**config.mk**
```make
export PLATFORM = sky130hd
export DESIGN_NAME = mem_access_unit_flat
export DESIGN_NICKNAME = d
export VERILOG_FILES = /design/src/rtl/mem_access_unit_if.sv /design/src/rtl/mem_access_unit.sv /design/src/flat_wrapper.sv
export SDC_FILE = /design/constraint.sdc
export NUM_CORES = 1
export LEC_CHECK = 0
export BUFFER_PORTS_ARGS = -buffer_cell sky130_fd_sc_hd__buf_2
export CAP_MARGIN = 20
export CORE_MARGIN = 1
export CORE_UTILIZATION = 43
export CTS_BUF_LIST = sky130_fd_sc_hd__clkbuf_4
export CTS_CLUSTER_DIAMETER = 150
export DETAILED_ROUTE_END_ITERATION = 16
export HOLD_SLACK_MARGIN = 0.03
export PLACE_DENSITY = 0.7
export SLEW_MARGIN = 20
export SYNTH_ARGS = -nofsm -noshare
export SYNTH_HDL_FRONTEND = slang
export SYNTH_SLANG_ARGS = --single-unit
```
**constraint.sdc**
```tcl
create_clock -name clk -period 3.1 [get_ports clk]
set_input_delay 0.155 -clock clk [delete_from_list [all_inputs] [get_ports clk]]
set_output_delay 0.155 -clock clk [all_outputs]
set_load 0.05 [all_outputs]
```
**src/rtl/mem_access_unit_if.sv**
```systemverilog
// mem_access_unit_if: CPU request/response bundle plus the data-memory port.
// The sequencer is the slave; the CPU and attached DM form the master side.
interface mem_access_unit_if;
    logic        req;
    logic        we;
    logic [1:0]  size;
    logic        uns;
    logic [31:0] addr;
    logic [31:0] wdata;
    logic        ready;
    logic        done;
    logic        err;
    logic [31:0] rdata;
    logic [31:0] dm_addr;
    logic        dm_W;
    logic        dm_R;
    logic [31:0] dm_wdata;
    logic [31:0] dm_rdata;

    modport master (
        output req, we, size, uns, addr, wdata, dm_rdata,
        input  ready, done, err, rdata, dm_addr, dm_W, dm_R, dm_wdata
    );

    modport slave (
        input  req, we, size, uns, addr, wdata, dm_rdata,
        output ready, done, err, rdata, dm_addr, dm_W, dm_R, dm_wdata
    );
endinterface

```
**src/rtl/mem_access_unit.sv**
```systemverilog
// mem_access_unit: byte/half/word load-store sequencer in front of the DM.
// Sub-word stores run read-modify-write; loads are lane-extracted and extended.
module mem_access_unit #(
    parameter int DEPTH_WORDS = 256,
    parameter int ADDR_W      = 8
) (
    input  logic             clk,
    input  logic             rst_n,
    mem_access_unit_if.slave bus
);
    localparam logic [31:0] BYTE_LIMIT = 32'(DEPTH_WORDS * 4);

    typedef enum logic [1:0] {
        IDLE,
        ACC,
        RMW_RD,
        RMW_WR
    } state_t;

    state_t            state;
    state_t            state_nx;
    logic              we_q;
    logic              uns_q;
    logic [1:0]        size_q;
    logic [ADDR_W+1:0] addr_q;
    logic [31:0]       wdata_q;
    logic [31:0]       merged_q;
    logic [31:0]       rdata_q;
    logic              done_q;
    logic              err_q;
    logic              accept;
    logic              bad;
    logic              to_acc;

    // Pick the addressed lane of a DM word and sign/zero-extend it.
    function automatic logic [31:0] extract(
        input logic [31:0] w,
        input logic [1:0]  sz,
        input logic [1:0]  off,
        input logic        u
    );
        logic [7:0]  b;
        logic [15:0] h;
        logic [31:0] r;
        unique case (off)
            2'd0:    b = w[7:0];
            2'd1:    b = w[15:8];
            2'd2:    b = w[23:16];
            default: b = w[31:24];
        endcase
        h = off[1] ? w[31:16] : w[15:0];
        unique case (sz)
            2'b00:   r = {{24{b[7] & ~u}}, b};
            2'b01:   r = {{16{h[15] & ~u}}, h};
            default: r = w;
        endcase
        return r;
    endfunction

    // Replace the addressed byte or halfword lane of w with store data.
    function automatic logic [31:0] merge(
        input logic [31:0] w,
        input logic [15:0] d,
        input logic [1:0]  sz,
        input logic [1:0]  off
    );
        logic [31:0] r;
        r = w;
        if (sz == 2'b00) begin
            unique case (off)
                2'd0:    r[7:0]   = d[7:0];
                2'd1:    r[15:8]  = d[7:0];
                2'd2:    r[23:16] = d[7:0];
                default: r[31:24] = d[7:0];
            endcase
        end else if (off[1]) begin
            r[31:16] = d;
        end else begin
            r[15:0] = d;
        end
        return r;
    endfunction

    assign accept = bus.req && (state == IDLE);
    assign to_acc = !bus.we || (bus.size == 2'b10);

    // Reject illegal size, misalignment and addresses past the DM.
    always_comb begin
        bad = 1'b0;
        unique case (bus.size)
            2'b00:   bad = 1'b0;
            2'b01:   bad = bus.addr[0];
            2'b10:   bad = |bus.addr[1:0];
            default: bad = 1'b1;
        endcase
        if (bus.addr >= BYTE_LIMIT) begin
            bad = 1'b1;
        end
    end

    // State register.
    always_ff @(posedge clk or negedge rst_n) begin
        if (!rst_n) begin
            state <= IDLE;
        end else begin
            state <= state_nx;
        end
    end

    // Next-state decode.
    always_comb begin
        state_nx = state;
        unique case (state)
            IDLE: begin
                if (accept && !bad) begin
                    state_nx = to_acc ? ACC : RMW_RD;
                end
            end
            ACC:     state_nx = IDLE;
            RMW_RD:  state_nx = RMW_WR;
            RMW_WR:  state_nx = IDLE;
            default: state_nx = IDLE;
        endcase
    end

    // Moore strobes: decoded from state only so reset drops them at once.
    always_comb begin
        bus.ready    = 1'b0;
        bus.dm_R     = 1'b0;
        bus.dm_W     = 1'b0;
        bus.dm_wdata = wdata_q;
        unique case (state)
            IDLE: bus.ready = 1'b1;
            ACC: begin
                bus.dm_R = !we_q;
                bus.dm_W = we_q;
            end
            RMW_RD: bus.dm_R = 1'b1;
            RMW_WR: begin
                bus.dm_W     = 1'b1;
                bus.dm_wdata = merged_q;
            end
            default: bus.ready = 1'b0;
        endcase
    end

    // Request latch, merge buffer, load result and completion pulses.
    always_ff @(posedge clk or negedge rst_n) begin
        if (!rst_n) begin
            we_q     <= 1'b0;
            uns_q    <= 1'b0;
            size_q   <= 2'b00;
            addr_q   <= '0;
            wdata_q  <= '0;
            merged_q <= '0;
            rdata_q  <= '0;
            done_q   <= 1'b0;
            err_q    <= 1'b0;
        end else begin
            done_q <= 1'b0;
            err_q  <= 1'b0;
            unique case (state)
                IDLE: begin
                    if (accept) begin
                        we_q    <= bus.we;
                        uns_q   <= bus.uns;
                        size_q  <= bus.size;
                        addr_q  <= bus.addr[ADDR_W+1:0];
                        wdata_q <= bus.wdata;
                        if (bad) begin
                            done_q <= 1'b1;
                            err_q  <= 1'b1;
                        end
                    end
                end
                ACC: begin
                    done_q <= 1'b1;
                    if (!we_q) begin
                        rdata_q <= extract(bus.dm_rdata, size_q,
                                           addr_q[1:0], uns_q);
                    end
                end
                RMW_RD: begin
                    merged_q <= merge(bus.dm_rdata, wdata_q[15:0],
                                      size_q, addr_q[1:0]);
                end
                RMW_WR: begin
                    done_q <= 1'b1;
                end
                default: done_q <= 1'b0;
            endcase
        end
    end

    assign bus.done    = done_q;
    assign bus.err     = err_q;
    assign bus.rdata   = rdata_q;
    assign bus.dm_addr = {{(32 - ADDR_W){1'b0}}, addr_q[ADDR_W+1:2]};
endmodule

```
**src/flat_wrapper.sv**
```systemverilog
// flat-port wrapper written by rule: the top's interface ports become plain ports
module mem_access_unit_flat 
#(
    parameter int DEPTH_WORDS = 256,
    parameter int ADDR_W      = 8
)
  (clk, rst_n, bus_req, bus_we, bus_size, bus_uns, bus_addr, bus_wdata, bus_dm_rdata, bus_ready, bus_done, bus_err, bus_rdata, bus_dm_addr, bus_dm_W, bus_dm_R, bus_dm_wdata);
  mem_access_unit_if bus_i ();
  input  logic clk;
  input  logic rst_n;
  input wire logic [$bits(bus_i.req)-1:0] bus_req;
  input wire logic [$bits(bus_i.we)-1:0] bus_we;
  input wire logic [$bits(bus_i.size)-1:0] bus_size;
  input wire logic [$bits(bus_i.uns)-1:0] bus_uns;
  input wire logic [$bits(bus_i.addr)-1:0] bus_addr;
  input wire logic [$bits(bus_i.wdata)-1:0] bus_wdata;
  input wire logic [$bits(bus_i.dm_rdata)-1:0] bus_dm_rdata;
  output wire logic [$bits(bus_i.ready)-1:0] bus_ready;
  output wire logic [$bits(bus_i.done)-1:0] bus_done;
  output wire logic [$bits(bus_i.err)-1:0] bus_err;
  output wire logic [$bits(bus_i.rdata)-1:0] bus_rdata;
  output wire logic [$bits(bus_i.dm_addr)-1:0] bus_dm_addr;
  output wire logic [$bits(bus_i.dm_W)-1:0] bus_dm_W;
  output wire logic [$bits(bus_i.dm_R)-1:0] bus_dm_R;
  output wire logic [$bits(bus_i.dm_wdata)-1:0] bus_dm_wdata;
  assign bus_i.req = bus_req;
  assign bus_i.we = bus_we;
  assign bus_i.size = bus_size;
  assign bus_i.uns = bus_uns;
  assign bus_i.addr = bus_addr;
  assign bus_i.wdata = bus_wdata;
  assign bus_i.dm_rdata = bus_dm_rdata;
  assign bus_ready = bus_i.ready;
  assign bus_done = bus_i.done;
  assign bus_err = bus_i.err;
  assign bus_rdata = bus_i.rdata;
  assign bus_dm_addr = bus_i.dm_addr;
  assign bus_dm_W = bus_i.dm_W;
  assign bus_dm_R = bus_i.dm_R;
  assign bus_dm_wdata = bus_i.dm_wdata;
  mem_access_unit #(.DEPTH_WORDS(DEPTH_WORDS), .ADDR_W(ADDR_W)) u_core (.clk(clk), .rst_n(rst_n), .bus(bus_i));
endmodule
```
Word-level counts from Yosys, hierarchy flattened
Cells that the tools add are included.
{"block": "op_classes", "order_cmp": 1, "eq_ne": 9, "n_mux": 25, "bitwise_logic": 4, "n_reduce_logical": 15}
{"op": "32-bit two-way mux", "n": 2}
{"op": "32-bit one-hot mux with 2 select lines", "n": 1}
{"op": "16-bit two-way mux", "n": 3}
{"op": "8-bit two-way mux", "n": 6}
{"op": "32-bit by 11-bit >= comparator with 1-bit output (second input constant)", "n": 1}
{"op": "8-bit one-hot mux with 3 select lines", "n": 1}
{"op": "2-bit by 1-bit equality test with 1-bit output (second input constant)", "n": 4}
{"op": "2-bit equality test (second input constant)", "n": 4}
{"op": "2-bit logical NOT", "n": 4}
{"op": "1-bit one-hot mux with 2 select lines", "n": 3}
{"op": "2-bit one-hot mux with 3 select lines", "n": 1}
{"op": "1-bit two-way mux", "n": 5}
{"op": "2-bit two-way mux", "n": 2}
{"op": "2-bit AND reduction", "n": 2}
{"op": "2-bit OR reduction", "n": 2}
{"op": "1-bit logical NOT", "n": 3}
{"op": "1-bit one-hot mux with 3 select lines", "n": 1}
{"op": "3-bit OR reduction", "n": 1}
{"op": "1-bit AND", "n": 2}
{"op": "1-bit logical AND", "n": 2}
{"op": "2-bit != test (second input constant)", "n": 1}
{"op": "1-bit inverter", "n": 2}
{"op": "1-bit logical OR", "n": 1}
{"block": "word_totals", "regBits": 114, "inputBits": 103, "output_inout_bits": 101, "wordCells": 64}

Logic depth before layout (Yosys ltp)
{"block": "logic_depth", "depth_word": 7, "ltp_mapped": 7, "ltp_nobuf": 5}

Worst setup path before layout
No wires, ideal clock.
{"block": "synth_timing", "path_kind": "reg-to-reg", "from": "register u_core.state[0]", "to": "register u_core.wdata_q[10]", "setup_ns": 0.125, "arrival_ns": 1.892, "t_required_ns": 2.975, "setup_slack_ns": 1.083, "path_stages_with_launch": 7, "path_buffers": 2, "period_less_slack_ns": 2.017, "cell_sequence": "dfrtp_1 inv_1 ha_1 nand2_1 clkbuf_1 buf_2 mux2_2"}
{"block": "synth_via", "elab_chain_len": 3}
{"item": "start, declared", "line_no": "mem_access_unit.sv:20", "text": "state_t state;"}
{"item": "start signal, assigned", "line_no": "mem_access_unit.sv:106", "text": "state <= state_nx;"}
{"item": "2-bit logical NOT *", "line_no": "mem_access_unit.sv:84, mem_access_unit.sv:162"}
{"item": "1-bit logical AND", "line_no": "mem_access_unit.sv:84", "text": "assign accept = bus.req && (state == IDLE);"}
{"item": "2-bit AND reduction (no source line) *"}
{"item": "end signal, assigned", "line_no": "mem_access_unit.sv:169", "text": "wdata_q <= bus.wdata;"}
{"item": "end, declared", "line_no": "mem_access_unit.sv:26", "text": "logic [31:0] wdata_q;"}
Every way passes the cells marked *; elsewhere a longest branch is shown, timed or not.
A chain may end at the register's enable or synchronous reset.

Final worst setup path
{"block": "layout_timing", "from": "register u_core.size_q[1]", "to": "register u_core.rdata_q[1] (netlist: u_core.bus.rdata[1])"}
{"block": "layout_via", "elab_chain_len": 2, "elab_cells_between_ends": 3, "classes_between": "1 x eq/ne; 1 x mux; 1 x reduce/logical"}
{"item": "start, declared", "line_no": "mem_access_unit.sv:24", "text": "logic [1:0] size_q;"}
{"item": "start signal, assigned", "line_no": "mem_access_unit.sv:167", "text": "size_q <= bus.size;"}
{"item": "2-bit by 1-bit equality test with 1-bit output / 2-bit logical NOT (equally long branches)", "line_no": "mem_access_unit.sv:52", "text": "unique case (sz)"}
{"item": "32-bit one-hot mux with 2 select lines *", "line_no": "mem_access_unit.sv:52"}
{"item": "end signal, assigned", "line_no": "mem_access_unit.sv:179", "text": "rdata_q <= extract(bus.dm_rdata, size_q,"}
{"item": "end, declared", "line_no": "mem_access_unit.sv:28", "text": "logic [31:0] rdata_q;"}
Marks and branches as above.

==> impl_metrics.env <==
export IMPL_start_util_pct=44.3
export IMPL_period_share_pct=92.8
export IMPL_die_area_um2=14200
export IMPL_core_um2=13300
export IMPL_drt_vias_per_instance=5.35
export IMPL_ys_seq_area_share_pct=48.3
export IMPL_seqPwrFrac_pct=29.9
export IMPL_swShare_pct=52.7
export IMPL_drt_iter0_markers=283
export IMPL_end_kind="flop"
export IMPL_yosysWarnings=0
export IMPL_combPwrFrac_pct=59.7
export IMPL_final_cell_mix="buf_2, dfrtp_1, dlygate4sd3_1, mux2_2, nor2_1"
export IMPL_synth_compound_area_share_pct=13.4
export IMPL_postSynthCellCount=570
export IMPL_cp_required_ps=3570
export IMPL_syn_area_um2=5910
export IMPL_grtUsageTotal_pct=26.2
export IMPL_clk_pin_slew_worst_paths_ps=100
export IMPL_ir_worst_vdd_v=0.000837
export IMPL_synth_ff_type="dfrtp_1"
export IMPL_worstHoldPathCells=5
export IMPL_p_sw_uw=5060
export IMPL_tightest_slew_ps=923
export IMPL_fmax_mhz=348
export IMPL_die_h_um=119
export IMPL_diodes=0
export IMPL_final_common_cell="buf_2"
export IMPL_synthXorXnorAreaFrac_pct=0
export IMPL_portBuffers=179
export IMPL_synth_edf_count=0
export IMPL_grt_pass1_vias=5286
export IMPL_async_flop_share_pct=100
export IMPL_layout_nets=918
export IMPL_global_route_overflow_total=0
export IMPL_setup_viol=0
export IMPL_numCtsBuffers=17
export IMPL_vias=5337
export IMPL_synthAdderAreaFrac_pct=0.847
export IMPL_min_period_ps=2880
export IMPL_avgRoutedWirePerCell_um=17.8
export IMPL_startpoint_type="flop"
export IMPL_crit_arrival_ps=3350
export IMPL_hpwl_um=12300
export IMPL_clkLatencyLatePin_ps=520
export IMPL_avgSynthCellArea_um2=10.4
export IMPL_setup_slack_ps=224
export IMPL_status="finished, final reports clean"
export IMPL_p_int_uw=4540
export IMPL_tns_ps=0
export IMPL_hold_viol=0
export IMPL_antenna_found_initial=0
export IMPL_drv_cap=0
export IMPL_max_slew_margin_pct=38.4
export IMPL_holdWs_ps=95.1
export IMPL_maxSlewViolCount=0
export IMPL_ys_types=42
export IMPL_cts_root_buf="clkbuf_4"
export IMPL_drive_gt1_share_pct=36.1
export IMPL_synth_seq_cells=114
export IMPL_die_w_um=119
export IMPL_clock_sinks=114
export IMPL_rsz0062_at_grt="false"
export IMPL_leakagePower_uw=0.00372
export IMPL_critPathMaxFanout=32
export IMPL_gp_congestion=0.916
export IMPL_placement_rows=42
export IMPL_route_detailed_drc=0
export IMPL_synth_top_family_by_area="multiplexers"
export IMPL_clkPwrFrac_pct=10.4
export IMPL_ant_nets=0
export IMPL_area_growth_pct=33.1
export IMPL_pin_count=204
export IMPL_critPathKind="reg2reg"
export IMPL_p_per_area_nw_per_um2=1220
export IMPL_synthMuxAreaShare_pct=18.3
export IMPL_first_pass_iters=5
export IMPL_clk_path_buf_depth=2
export IMPL_dpl_worst_slack_ps=812
export IMPL_hp_class="in2reg"
export IMPL_grt_max_degree=74
export IMPL_fin_skew_ps=15.3
export IMPL_reg2reg_depth=7
export IMPL_cts_tree="built"
export IMPL_routed_wl_um=17800
export IMPL_cts_setup_buffers=0
export IMPL_htreeDepth=4
export IMPL_grt_pass1_wl_um=28100
export IMPL_synthSimpleGateAreaFrac_pct=10.7
[critical path, cell delays in order, from the launching register on]
cell and delay (ps):
dfrtp_1 560, buf_4 400, nor2_1 70, nand3_1 230
o22ai_1 120, dlygate4sd3_1 570, o41ai_1 280, dlygate4sd3_1 580
[through the flow]
stage,instances,utilization (%),total power [uW],cell area (um^2)
global route,998,59.0,10200,7870
floorplan,593,-,7230,6000
CTS,998,59.0,9600,7870
detailed placement,886,51.0,8490,6810
global placement,886,51.0,8380,6810
finish,998,59.0,9600,7870
[kinds of logic after synthesis]
group	after synthesis
compound gates	121
simple gates	138
mux	97
flops	114
buf+inv	95
fa+ha+maj	4
other cells	1
[power groups by stage]
stage                     registers, uW  logic (uW)  clock network (uW)
final                              2870        5740                 999
after global routing               2960        6120                1100
after CTS                          2850        5720                1030
after detailed placement           2880        5610                   0
after global placement             2850        5540                   0
after floorplan                    3340        3900                   0
[path summary, 6_finish.rpt]
check	slack (ps)	to	from
worst min register to register	500	u_core.bus.rdata[21]	u_core.bus.rdata[21]
worst min-delay path	100	u_core.bus.err	bus_addr[14]
min in group asynchronous	320	u_core.bus.rdata[2]	rst_n
max in group asynchronous	2040	u_core.wdata_q[28]	rst_n
worst max register to register	220	u_core.bus.rdata[1]	u_core.size_q[1]
worst max-delay path	220	u_core.bus.rdata[1]	u_core.size_q[1]
[routing by layer]
| layer | up-vias | wire [um] | GRT usage [%] |
|---|---|---|---|
| li1 | 2460 | - | - |
| met1 | 2556 | 7490 | 34.0 |
| met2 | 283 | 8410 | 41.8 |
| met3 | 38 | 1500 | 7.28 |
| met4 | 0 | 410 | 9.41 |
| met5 | - | 0 | 0 |
[synthesized netlist by cell type, types with 2 or more instances]
library cell | count | share of area, %
nor2b_1 | 10 | 1.1
a21o_1 | 3 | 0.38
o21a_1 | 9 | 1.1
a21oi_1 | 32 | 2.7
o21ai_0 | 32 | 2.7
buf_1 | 2 | 0.13
mux2_2 | 79 | 15
ha_1 | 4 | 0.85
o41ai_1 | 6 | 0.89
o221ai_1 | 16 | 2.4
o31ai_1 | 3 | 0.38
buf_6 | 2 | 0.38
nand3_1 | 37 | 3.1
o22ai_1 | 6 | 0.63
nor4_1 | 5 | 0.53
clkinv_1 | 2 | 0.13
clkbuf_1 | 31 | 2.0
buf_4 | 32 | 4.1
nand2_1 | 27 | 1.7
nor3_1 | 7 | 0.59
nor2_1 | 43 | 2.7
nand2b_1 | 4 | 0.42
mux2i_1 | 17 | 2.9
a22oi_1 | 6 | 0.76
inv_1 | 21 | 1.3
buf_2 | 5 | 0.42
dfrtp_1 | 114 | 48
[flip-flops by register name, summed over array words and instances (netlist names)]
register	cells
u_core.bus.rdata	32
u_core.merged_q	32
u_core.wdata_q	32
u_core.addr_q	10
u_core.size_q	2
u_core.state	2
u_core.bus.done	1
u_core.bus.err	1
u_core.uns_q	1
u_core.we_q	1
[repair_timing]
item	in CTS	in global routing
hold buffers	82	0
gates resized for setup	0	0
endpoints found under the hold margin	176	0
[cell type report]
class                   count  area, um^2
fillers                  1146        5480
flip-flops and latches    114        2850
multi-input cells         384        2650
repair buffers            271        1820
well taps                 176         220
clock buffers              19         143
clock inverters            11        96.3
inverters                  23        86.3
Power figures use the tool's default switching activity.
